## config.mk

```make
export PLATFORM = sky130hd
export DESIGN_NAME = sr_flop_bank
export DESIGN_NICKNAME = d
export VERILOG_FILES = /design/src/rtl/sr_flop_bank.sv
export SDC_FILE = /design/constraint.sdc
export NUM_CORES = 1
export LEC_CHECK = 0
export BUFFER_PORTS_ARGS = -buffer_cell sky130_fd_sc_hd__buf_2
export CAP_MARGIN = 40
export CORE_ASPECT_RATIO = 0.7
export CORE_UTILIZATION = 46
export DETAILED_ROUTE_END_ITERATION = 8
export GPL_ROUTABILITY_DRIVEN = 0
export GPL_TIMING_DRIVEN = 0
export PLACE_DENSITY = 0.74
export SLEW_MARGIN = 10
export SYNTH_ARGS = -nofsm -noshare
export SYNTH_HDL_FRONTEND = slang
export SYNTH_SLANG_ARGS = --single-unit
```

## constraint.sdc

```tcl
create_clock -name clk -period 2.3 [get_ports clk]
set_input_delay 0.115 -clock clk [delete_from_list [all_inputs] [get_ports clk]]
set_output_delay 0.115 -clock clk [all_outputs]
set_load 0.01 [all_outputs]
```

## src/rtl/sr_flop_bank.sv

```systemverilog
// N-channel clocked SR flip-flop bank with per-channel debounce,
// selectable S=R=1 resolution and illegal-event flagging/counting.
module sr_flop_bank #(
   parameter int N     = 4,
   parameter int MODE  = 0,
   parameter int DEB   = 1,
   parameter int CNT_W = 8
) (
   input  logic             clk,
   input  logic             rst_n,
   input  logic [N-1:0]     S,
   input  logic [N-1:0]     R,
   input  logic             clear,
   output logic [N-1:0]     Q,
   output logic [N-1:0]     Qn,
   output logic [N-1:0]     illegal,
   output logic [N-1:0]     err_sticky,
   output logic [CNT_W-1:0] err_count
);

   localparam int RW = $clog2(DEB + 1);
   localparam int SW = CNT_W + $clog2(N + 1) + 1;
   localparam logic [RW-1:0] RUN_MAX = RW'(DEB);
   localparam logic [SW-1:0] SAT = SW'({CNT_W{1'b1}});

   logic [N-1:0][1:0]    prev_cmd;
   logic [N-1:0][RW-1:0] run;

   logic [N-1:0][1:0]    cmd;
   logic [N-1:0][RW-1:0] run_nx;
   logic [N-1:0]         same;
   logic [N-1:0]         qual;
   logic [N-1:0]         ev;
   logic [N-1:0]         q_nx;
   logic [SW-1:0]        pop;
   logic [SW-1:0]        acc;
   logic [CNT_W-1:0]     cnt_nx;
   logic [N-1:0]         stk_nx;

   always_comb begin
      cmd    = '0;
      run_nx = '0;
      same   = '0;
      qual   = '0;
      ev     = '0;
      q_nx   = Q;
      for (int i = 0; i < N; i++) begin
         cmd[i]  = {S[i], R[i]};
         same[i] = (cmd[i] == prev_cmd[i]);
         if (same[i])
            run_nx[i] = (run[i] == RUN_MAX) ? RUN_MAX : run[i] + RW'(1);
         else
            run_nx[i] = RW'(1);
         qual[i] = (run_nx[i] == RUN_MAX);
         // a held, already-qualified 11 is not a new event
         ev[i] = qual[i] && (cmd[i] == 2'b11)
                 && !(same[i] && run[i] == RUN_MAX);
         if (qual[i]) begin
            unique case (cmd[i])
               2'b10: q_nx[i] = 1'b1;
               2'b01: q_nx[i] = 1'b0;
               2'b11: begin
                  case (MODE)
                     1:       q_nx[i] = 1'b1;
                     2:       q_nx[i] = 1'b0;
                     3:       q_nx[i] = ~Q[i];
                     default: q_nx[i] = Q[i];
                  endcase
               end
               default: q_nx[i] = Q[i];
            endcase
         end
      end
   end

   always_comb begin
      pop = '0;
      for (int i = 0; i < N; i++)
         pop = pop + SW'(ev[i]);
      // new events survive a simultaneous clear
      acc    = (clear ? '0 : SW'(err_count)) + pop;
      cnt_nx = (acc > SAT) ? SAT[CNT_W-1:0] : acc[CNT_W-1:0];
      stk_nx = clear ? ev : (err_sticky | ev);
   end

   always_ff @(posedge clk or negedge rst_n) begin
      if (!rst_n) begin
         prev_cmd   <= '0;
         run        <= '0;
         Q          <= '0;
         illegal    <= '0;
         err_sticky <= '0;
         err_count  <= '0;
      end else begin
         for (int i = 0; i < N; i++) begin
            prev_cmd[i] <= cmd[i];
            run[i]      <= run_nx[i];
         end
         Q          <= q_nx;
         illegal    <= ev;
         err_sticky <= stk_nx;
         err_count  <= cnt_nx;
      end
   end

   assign Qn = ~Q;

endmodule

```

# Word-level counts from Yosys, hierarchy flattened
# Index checks and enable logic that the tools add are counted.
[totals]
ff_bits = 32
in_bits = 11
out_inout_bits = 24
wordCells = 81
[op_classes]
addsub = 8
n_lt_le_gt_ge = 1
eq_ne = 16
mux = 15
bitwise = 2
reduce_logical = 24
[ops]
columns = ["op", "n"]
rows = [
  ["equality test 2 bit (second input constant)", 8],
  ["two-way mux 8 bit", 2],
  ["logical AND 1 bit", 12],
  ["adder 8 x 4 -> 9 bit", 1],
  ["greater-than comparator 9 x 8 -> 1 bit (second input constant)", 1],
  ["equality test 2 x 1 -> 1 bit (second input constant)", 4],
  ["equality test 2 bit", 4],
  ["two-way mux 1 bit", 8],
  ["one-hot mux 1 bit (2 select lines)", 4],
  ["AND reduction 2 bit", 4],
  ["nonzero test 2 bit", 4],
  ["adder 1 bit (second input constant)", 4],
  ["adder 3 x 1 -> 4 bit", 1],
  ["logical NOT 1 bit", 4],
  ["two-way mux 4 bit", 1],
  ["NOT 4 bit", 1],
  ["OR 4 bit", 1],
  ["adder 2 x 1 -> 3 bit", 1],
  ["adder 1 x 1 -> 2 bit", 1],
]

# Logic depth before layout (Yosys ltp)
# Gate-level depths: netlist of run 1.
[logic_depth]
ltp_word = 11
mapped_depth = 12
depth_no_buf = 12

# Worst setup path before layout of run 1
# Ideal clock, no wire load.
[synth_timing]
path_kind = "flip-flop to flip-flop"
start = "register prev_cmd[1] in the netlist's numbering"
end = "register err_count[3]"
setup_time_ps = 77
t_arrival_ps = 2406
required_ps = 2223
setup_slack_ps = -183
path_stages_with_launch = 11
n_path_buf = 0
period_less_slack_ps = 2483
cell_sequence = "dfrtp_1 > xnor2_1 > a31oi_1 > fa_1 > inv_1 > fa_1 > inv_1 > fa_1 > and4_1 > nand4_2 > a21oi_1"
[synth_via]
elab_chain_len = 10
elab_cells_between_ends = 12
cone_classes = "4 x add/sub; 1 x order compare; 1 x eq/ne; 2 x mux; 4 x reduce/logical"
[synth_rtl]
columns = ["element", "line", "source"]
rows = [
  ["start: declaration", "26", "logic [N-1:0][1:0] prev_cmd;"],
  ["start signal: indexed assignment", "96", "prev_cmd[i] <= cmd[i];"],
  ["equality test 2 bit (*)", "49", "same[i] = (cmd[i] == prev_cmd[i]);"],
  ["two-way mux 1 bit / logical AND 1 bit (equally long branches)", "50, 57", ""],
  ["logical AND 1 bit / logical NOT 1 bit (equally long branches)", "56, 57", ""],
  ["logical AND 1 bit (*)", "57", "&& !(same[i] && run[i] == RUN_MAX);"],
  ["net ev[0]", "33", "logic [N-1:0] ev;"],
  ["adder 1 x 1 -> 2 bit (*)", "79", "pop = pop + SW'(ev[i]);"],
  ["adder 2 x 1 -> 3 bit (*)", "79", ""],
  ["adder 3 x 1 -> 4 bit (*)", "79", ""],
  ["adder 8 x 4 -> 9 bit (*)", "81", "acc = (clear ? '0 : SW'(err_count)) + pop;"],
  ["greater-than comparator 9 x 8 -> 1 bit", "82", "cnt_nx = (acc > SAT) ? SAT[CNT_W-1:0] : acc[CNT_W-1:0];"],
  ["two-way mux 8 bit (*)", "82", ""],
  ["net cnt_nx[3]", "37", "logic [CNT_W-1:0] cnt_nx;"],
  ["end signal: assignment", "102", "err_count <= cnt_nx;"],
  ["end: declaration", "18", "output logic [CNT_W-1:0] err_count"],
]
# Mark *: on every way through the listed nets, which the timed path passes. The rest lies on a longest branch.
# A chain may end at the register's enable or synchronous reset.

# Final worst setup path of run 1
[layout_timing]
start = "register prev_cmd[2] in the netlist's numbering"
end = "register err_count[3]"
# The elaborated chain is that of the path after synthesis.

==> run_results.csv, run 1 <==
group,metric,value,unit
finish,nNetsFinal,187,
clock_network,cts.sinks,29,
finish,seqCellArea,725.7,sq um
routing,via_count,987,
finish,n_fill_cell,183,
yosys,synth_edf_count,0,
grt,grt_overflow_total,0,
worst_setup_path,critPathMaxStageDelay,0.52,ns
timing,rsz0062_at_grt,"yes",
finish,final_cells,199,
floorplan,initial_core_util,0.5095,
power,power.leakage,0.9963,nW
floorplan,fp.dieH,46.65,um
placement,port_buffers,34,
min_path,min_path_type,"in2reg",
worst_setup_path,path_max_fanout,5,
worst_setup_path,end_kind,"register",
routing,drt_iter0_drc,28,
routing,wl,2822,um
yosys,synth.distinct_cells,25,
power,power.density,731.9,nW/um^2
finish,diodes,0,
power,irDropWorstVdd,0.4770,mV
worst_setup_path,critPathLaunchType,"register",
clock_network,clk_pin_slew,0.06,ns
clock_network,cts_tree,"built",
routing,route.detailed.drc,0,
yosys,syn-cell-area,1310,sq um
floorplan,die-area,3069,sq um
worst_setup_path,cp_cell_sequence,"xnor2_2, a31oi_4, fa_1, inv_1, fa_2, inv_2, fa_2, and4_4, nand4_4, a21oi_2",
timing,max_freq,383.3,MHz
floorplan,coreArea,2571,sq um
clock_network,htreeDepth,2,
timing,worst_pin_slew,0.6162,ns
worst_setup_path,worstPathArrival,2.81,ns
power,power,1.335,mW
routing,vias_per_cell,4.960,
clock_network,clk_latency,0.28,ns
timing,worst_hold_slack,0.01013,ns
placement,pre_cts_ws,-0.4073,ns
timing,fin_skew,0.005861,ns
routing,post_drt_wl_per_cell,14.18,um
yosys,netlist_instances,111,
worst_setup_path,required,2.50,ns
worst_setup_path,crit_type,"reg2reg",
yosys,synth.most_common_cell,"dfrtp_1",
floorplan,placementRows,15,
timing,hold_viol_final,0,
routing,ant_nets,0,
worst_setup_path,cp_slowest_cell,"fa_1",
finish,multiInputGateArea,621.8,sq um
finish,drive_gt1_frac,0.4000,
timing,finalCritPeriodShare,1.134,
timing,layout_min_cycle_time,2.609,ns
yosys,synth_ff_type,"dfrtp_1",
floorplan,ios,35,
clock_network,cts_buffers,5,
yosys,synth_area_per_cell,11.80,sq um
timing,finalSetupViolCount,8,
run_status,violations,"negative setup slack",
grt,grt_pass1_vias,917,
placement,dp_hpwl,1790,um
grt,grt_max_degree,30,
grt,grt_antenna_before_repair,0,
run_status,status,"complete, but fails checks",
timing,fin_ws,-0.3088,ns
yosys,synth.ff_latch_count,29,
job,maxCapViolCount,0,
yosys,synth_top_area_frac,0.5540,
routing,dr.pass1.iters,4,
floorplan,die_x,65.79,um
yosys,synth_commonest_cells,"dfrtp_1 (29), inv_1 (16), ha_1 (9), nand2_1 (9), xnor2_1 (9)",
worst_setup_path,cp_common_cell,"fa_2",
yosys,yosysSeqAreaShare,0.5540,
grt,grt_pass1_wl,4112,um
clock_network,ctsLongestPathBuffers,2,
finish,synthToLayoutAreaGrowth,39.26,%
placement,placedCellCount,179,
yosys,syn_nets,134,
timing,slew_viol_final,0,
yosys,yosys-top-cells-area,"dfrtp_1 (55%), ha_1 (8.6%), xnor2_1 (6.0%)",
grt,grt_use_total,0.2003,
yosys,yosys_warnings,0,
yosys,async_flop_share,1.000,
yosys,yosys.area.top_type,"dfrtp_1",
timing,slew_headroom,0.5892,
clock_network,root_buffer,"clkbuf_8",
[layer usage]
metal | wire length [um] | GRT usage | up-vias
li1 | - | - | 470
met4 | 63 | 0.07826 | 0
met1 | 1151 | 0.2104 | 477
met5 | 0 | 0 | -
met3 | 171 | 0.08663 | 6
met2 | 1435 | 0.3612 | 34
[worst max-delay path, delay by kind of cell, from the launching register on]
| family | cells | cell delay (ns) |
|---|---|---|
| fa+ha+maj | 3 | 1.08 |
| simple gates | 2 | 0.42 |
| compound gates | 2 | 0.29 |
| xor+xnor | 1 | 0.22 |
| flops | 1 | 0.41 |
| buf+inv | 2 | 0.11 |
[state kept, by name, summed over array words and instances, names as in the netlist]
name	flops
err_sticky	4
prev_cmd	8
err_count	8
illegal	4
Q	4
run	1
[layout by cell type (no fill, tap or decap), types with 2 or more instances in the layout]
master / netlist / routed
nand2_1: 9 / 9
buf_4: 0 / 7
buf_2: 0 / 34
o21ai_0: 6 / 5
inv_1: 16 / 15
xnor2_2: 0 / 4
a31oi_4: 0 / 2
nand3_1: 3 / 3
dfrtp_1: 29 / 29
nor2_1: 3 / 3
xnor2_1: 9 / 5
mux2i_1: 2 / 2
dlygate4sd3_1: 0 / 5
fa_2: 0 / 2
clkbuf_8: 0 / 7
and3_1: 2 / 2
ha_1: 9 / 9
nor2b_4: 1 / 2
a21o_1: 3 / 3
[cell type report]
type	instances	share of cell area
Multi-Input combinational cell	66	0.3409
Tap cell	34	0.02332
Sequential cell	29	0.3978
Clock buffer	7	0.05281
Inverter	16	0.03292
Timing Repair Buffer	46	0.1495
Clock inverter	1	0.002743
[final timing paths]
check,start,end,slack (ns),cells after the start
setup reg to reg,prev_cmd[2],err_count[3],-0.31,10
min in group asynchronous,rst_n,err_sticky[1],0.39,2
max in group asynchronous,rst_n,err_count[4],1.51,2
setup / recovery,prev_cmd[2],err_count[3],-0.31,10
hold reg to reg,err_sticky[3],err_sticky[3],0.49,1
hold / removal,R[2],prev_cmd[4],0.01,1
[where the power goes]
part	switching, mW	internal (mW)
logic	0.149	0.140
clock network	0.178	0.270
registers	0.0343	0.564
total	0.361	0.974
[what timing repair did]
item,in CTS,in global routing
hold buffers,5,0
hold endpoints to repair,33,0
cloned,0,0
pin swaps,7,4
resized for setup,10,5
setup buffers,1,6
setup endpoints to repair,8,8
[per-stage QoR]
step | TNS [ns] | util | area [sq um]
after CTS | -1.681 | 0.6813 | 1752
after global placement | -1.811 | 0.5966 | 1534
final | -2.008 | 0.7095 | 1824
after detailed placement | -2.438 | 0.5966 | 1534
after global routing | -2.711 | 0.7095 | 1824
after floorplan | -0.4461 | - | 1321
[cell families (layout without fill, tap and decap cells)]
family          after synthesis  count (layout)  synth area share
compound gates               18              18           0.08595
mux                           2               2           0.01528
fa+ha+maj                    12              12            0.1318
simple gates                 23              23           0.09742
other cells                   1               1          0.002863
buf+inv                      16              70           0.04585
xor+xnor                     10              10           0.06686
flops                        29              29            0.5540
(Power assumes the default switching activity.)
==> run 2: changes to the inputs <==
- CORE_UTILIZATION: 46 -> 48
- CTS_BUF_LIST: not set -> sky130_fd_sc_hd__clkbuf_8
- PLACE_DENSITY: 0.74 -> 0.77
==> run 2 against run 1 <==
Non-clock buffer count did not move. The flow still finishes with violations (negative setup slack). Combinational power shrank 3%. Register-to-register slack improved by 0.09 ns. Design area down 0.55%. Final cell count unchanged. Clock power about the same. Fmax increased by 3.5%. Sequential share of layout area increased by 0.22 points. Worst setup slack better by 0.088 ns. Hold slack lost 0.0015 ns. Total power fell by 0.43%. Wire length fell by 13%.
==> run_results.csv, run 2 (synthesized netlist as in run 1, its figures left out) <==
group,metric,value,unit
placement,dp_hpwl,1623,um
routing,ant_nets,0,
run_status,violations,"negative setup slack",
run_status,status,"complete, but fails checks",
grt,grt_max_degree,30,
min_path,whs_path_depth,1,
worst_setup_path,crit_type,"reg2reg",
floorplan,placementRows,15,
power,irDropWorstVdd,0.5239,mV
worst_setup_path,cp_cell_sequence,"xnor2_1, a31oi_2, fa_1, inv_2, fa_2, inv_2, fa_2, buf_4, and3_1, nand3_1, o21ai_0, nor2_1",
timing,slew_viol_final,0,
finish,top_regs,"err_count: 8 flops, prev_cmd: 8 flops",
timing,fin_ws,-0.2208,ns
clock_network,clk_pin_slew,0.06,ns
worst_setup_path,crit_family,"adder cells",
worst_setup_path,critPathLaunchType,"register",
finish,final_area,1814,sq um
placement,port_buffers,34,
grt,grt_antenna_before_repair,0,
placement,placedCellCount,179,
clock_network,root_buffer,"clkbuf_8",
timing,max_freq,396.7,MHz
grt,grt_overflow_total,0,
worst_setup_path,worst-r2r-cell-count,12,
grt,grt_use_total,0.1858,
finish,synthToLayoutAreaGrowth,38.49,%
finish,nNetsFinal,187,
clock_network,ctsLongestPathBuffers,2,
finish,diodes,0,
routing,post_drt_wl_per_cell,12.33,um
worst_setup_path,critPathBufInv,3,
routing,via_count,965,
clock_network,cts.sinks,29,
clock_network,cts_tree,"built",
worst_setup_path,path_max_fanout,3,
power,power,1.329,mW
timing,worst_pin_slew,0.6208,ns
timing,finalCritPeriodShare,1.096,
job,maxCapViolCount,0,
timing,finalSetupViolCount,8,
floorplan,die_x,64.44,um
floorplan,initial_core_util,0.5209,
timing,slew_headroom,0.5861,
finish,final_common_cell,"buf_2",
finish,final_cells,199,
routing,wl,2453,um
clock_network,clk_latency,0.28,ns
finish,drive_gt1_frac,0.4061,
power,power.leakage,0.9916,nW
worst_setup_path,critPathMaxStageDelay,0.57,ns
finish,final_cell_mix,"buf_2 (34), dfrtp_1 (29), inv_1 (14)",
placement,dpl_cell_area,1534,sq um
clock_network,htreeDepth,2,
floorplan,fp.dieH,45.71,um
worst_setup_path,required,2.47,ns
routing,route.detailed.drc,0,
timing,rsz0062_at_grt,"yes",
worst_setup_path,end_kind,"register",
routing,vias_per_cell,4.849,
floorplan,ios,35,
clock_network,cts_buffers,5,
worst_setup_path,cp_slowest_cell,"fa_1",
floorplan,die-area,2946,sq um
floorplan,coreArea,2515,sq um
grt,grt_pass1_vias,824,
power,power.density,732.7,nW/um^2
timing,fin_skew,0.001860,ns
timing,hold_viol_final,0,
worst_setup_path,worstPathArrival,2.69,ns
min_path,min_path_type,"in2reg",
routing,drt_iter0_drc,44,
routing,dr.pass1.iters,4,
timing,layout_min_cycle_time,2.521,ns
grt,grt_pass1_wl,3753,um
worst_setup_path,cp.depth,12,
[run 2: final timing paths]
kind | from | end | slack (ns)
setup / recovery | prev_cmd[1] | err_count[4] | -0.22
min in group asynchronous | rst_n | err_count[6] | 0.39
hold reg to reg | err_sticky[0] | err_sticky[0] | 0.49
setup reg to reg | prev_cmd[1] | err_count[4] | -0.22
hold / removal | R[2] | prev_cmd[4] | 0.009
max in group asynchronous | rst_n | prev_cmd[0] | 1.51
[run 2: layout make-up]
type,instances,area [sq um]
tap,34,42.54
fill,191,700.7
timing repair buffer,46,272.8
sequential,29,725.7
clock inverter,1,5.005
multi-input combinational,66,611.8
inverter,16,60.06
clock buffer,7,96.34
[run 2: through the flow]
step | worst slack (ns) | setup TNS, ns | hold WS, ns | util
floorplan | -0.1229 | -0.4461 | -0.1806 | -
global placement | -0.3195 | -1.775 | 0.1612 | 0.6100
detailed placement | -0.3925 | -2.252 | 0.1643 | 0.6100
CTS | -0.2227 | -1.384 | 0.0006314 | 0.6930
global route | -0.3582 | -2.590 | 0.001644 | 0.7214
finish | -0.2208 | -1.431 | 0.008632 | 0.7214
[run 2: per-layer routing]
layer | routed length [um] | share of wire | global-route usage | up-vias
met4 | 36 | 0.015 | 0.08000 | 0
met2 | 1138 | 0.46 | 0.2695 | 23
met1 | 1138 | 0.46 | 0.2419 | 471
met5 | 0 | 0 | 0 | -
met3 | 140 | 0.057 | 0.08500 | 6
li1 | - | - | - | 465
[run 2: report_power, final]
group          leakage (nW)  switching [mW]  internal, mW
clock network        0.0542           0.181         0.270
logic                 0.579           0.142         0.137
registers             0.359          0.0354         0.564
total                 0.992           0.359         0.970
[run 2: what timing repair did]
item	in CTS	in global routing
hold endpoints to repair	33	0
buffers inserted	4	3
hold buffers	5	0
pin swaps	7	5
gates resized for setup	6	8
endpoints found under the setup margin	8	8
[run 2: worst reg2reg max path, delay by kind of cell (launching register included)]
kind | cells | cell delay (ns)
DFF | 1 | 0.37
AOI/OAI and AO/OA | 2 | 0.22
xor gates and xnor gates | 1 | 0.16
and+or+nand+nor | 3 | 0.31
buffers and inverters | 3 | 0.22
adders and majority gates | 3 | 1.12
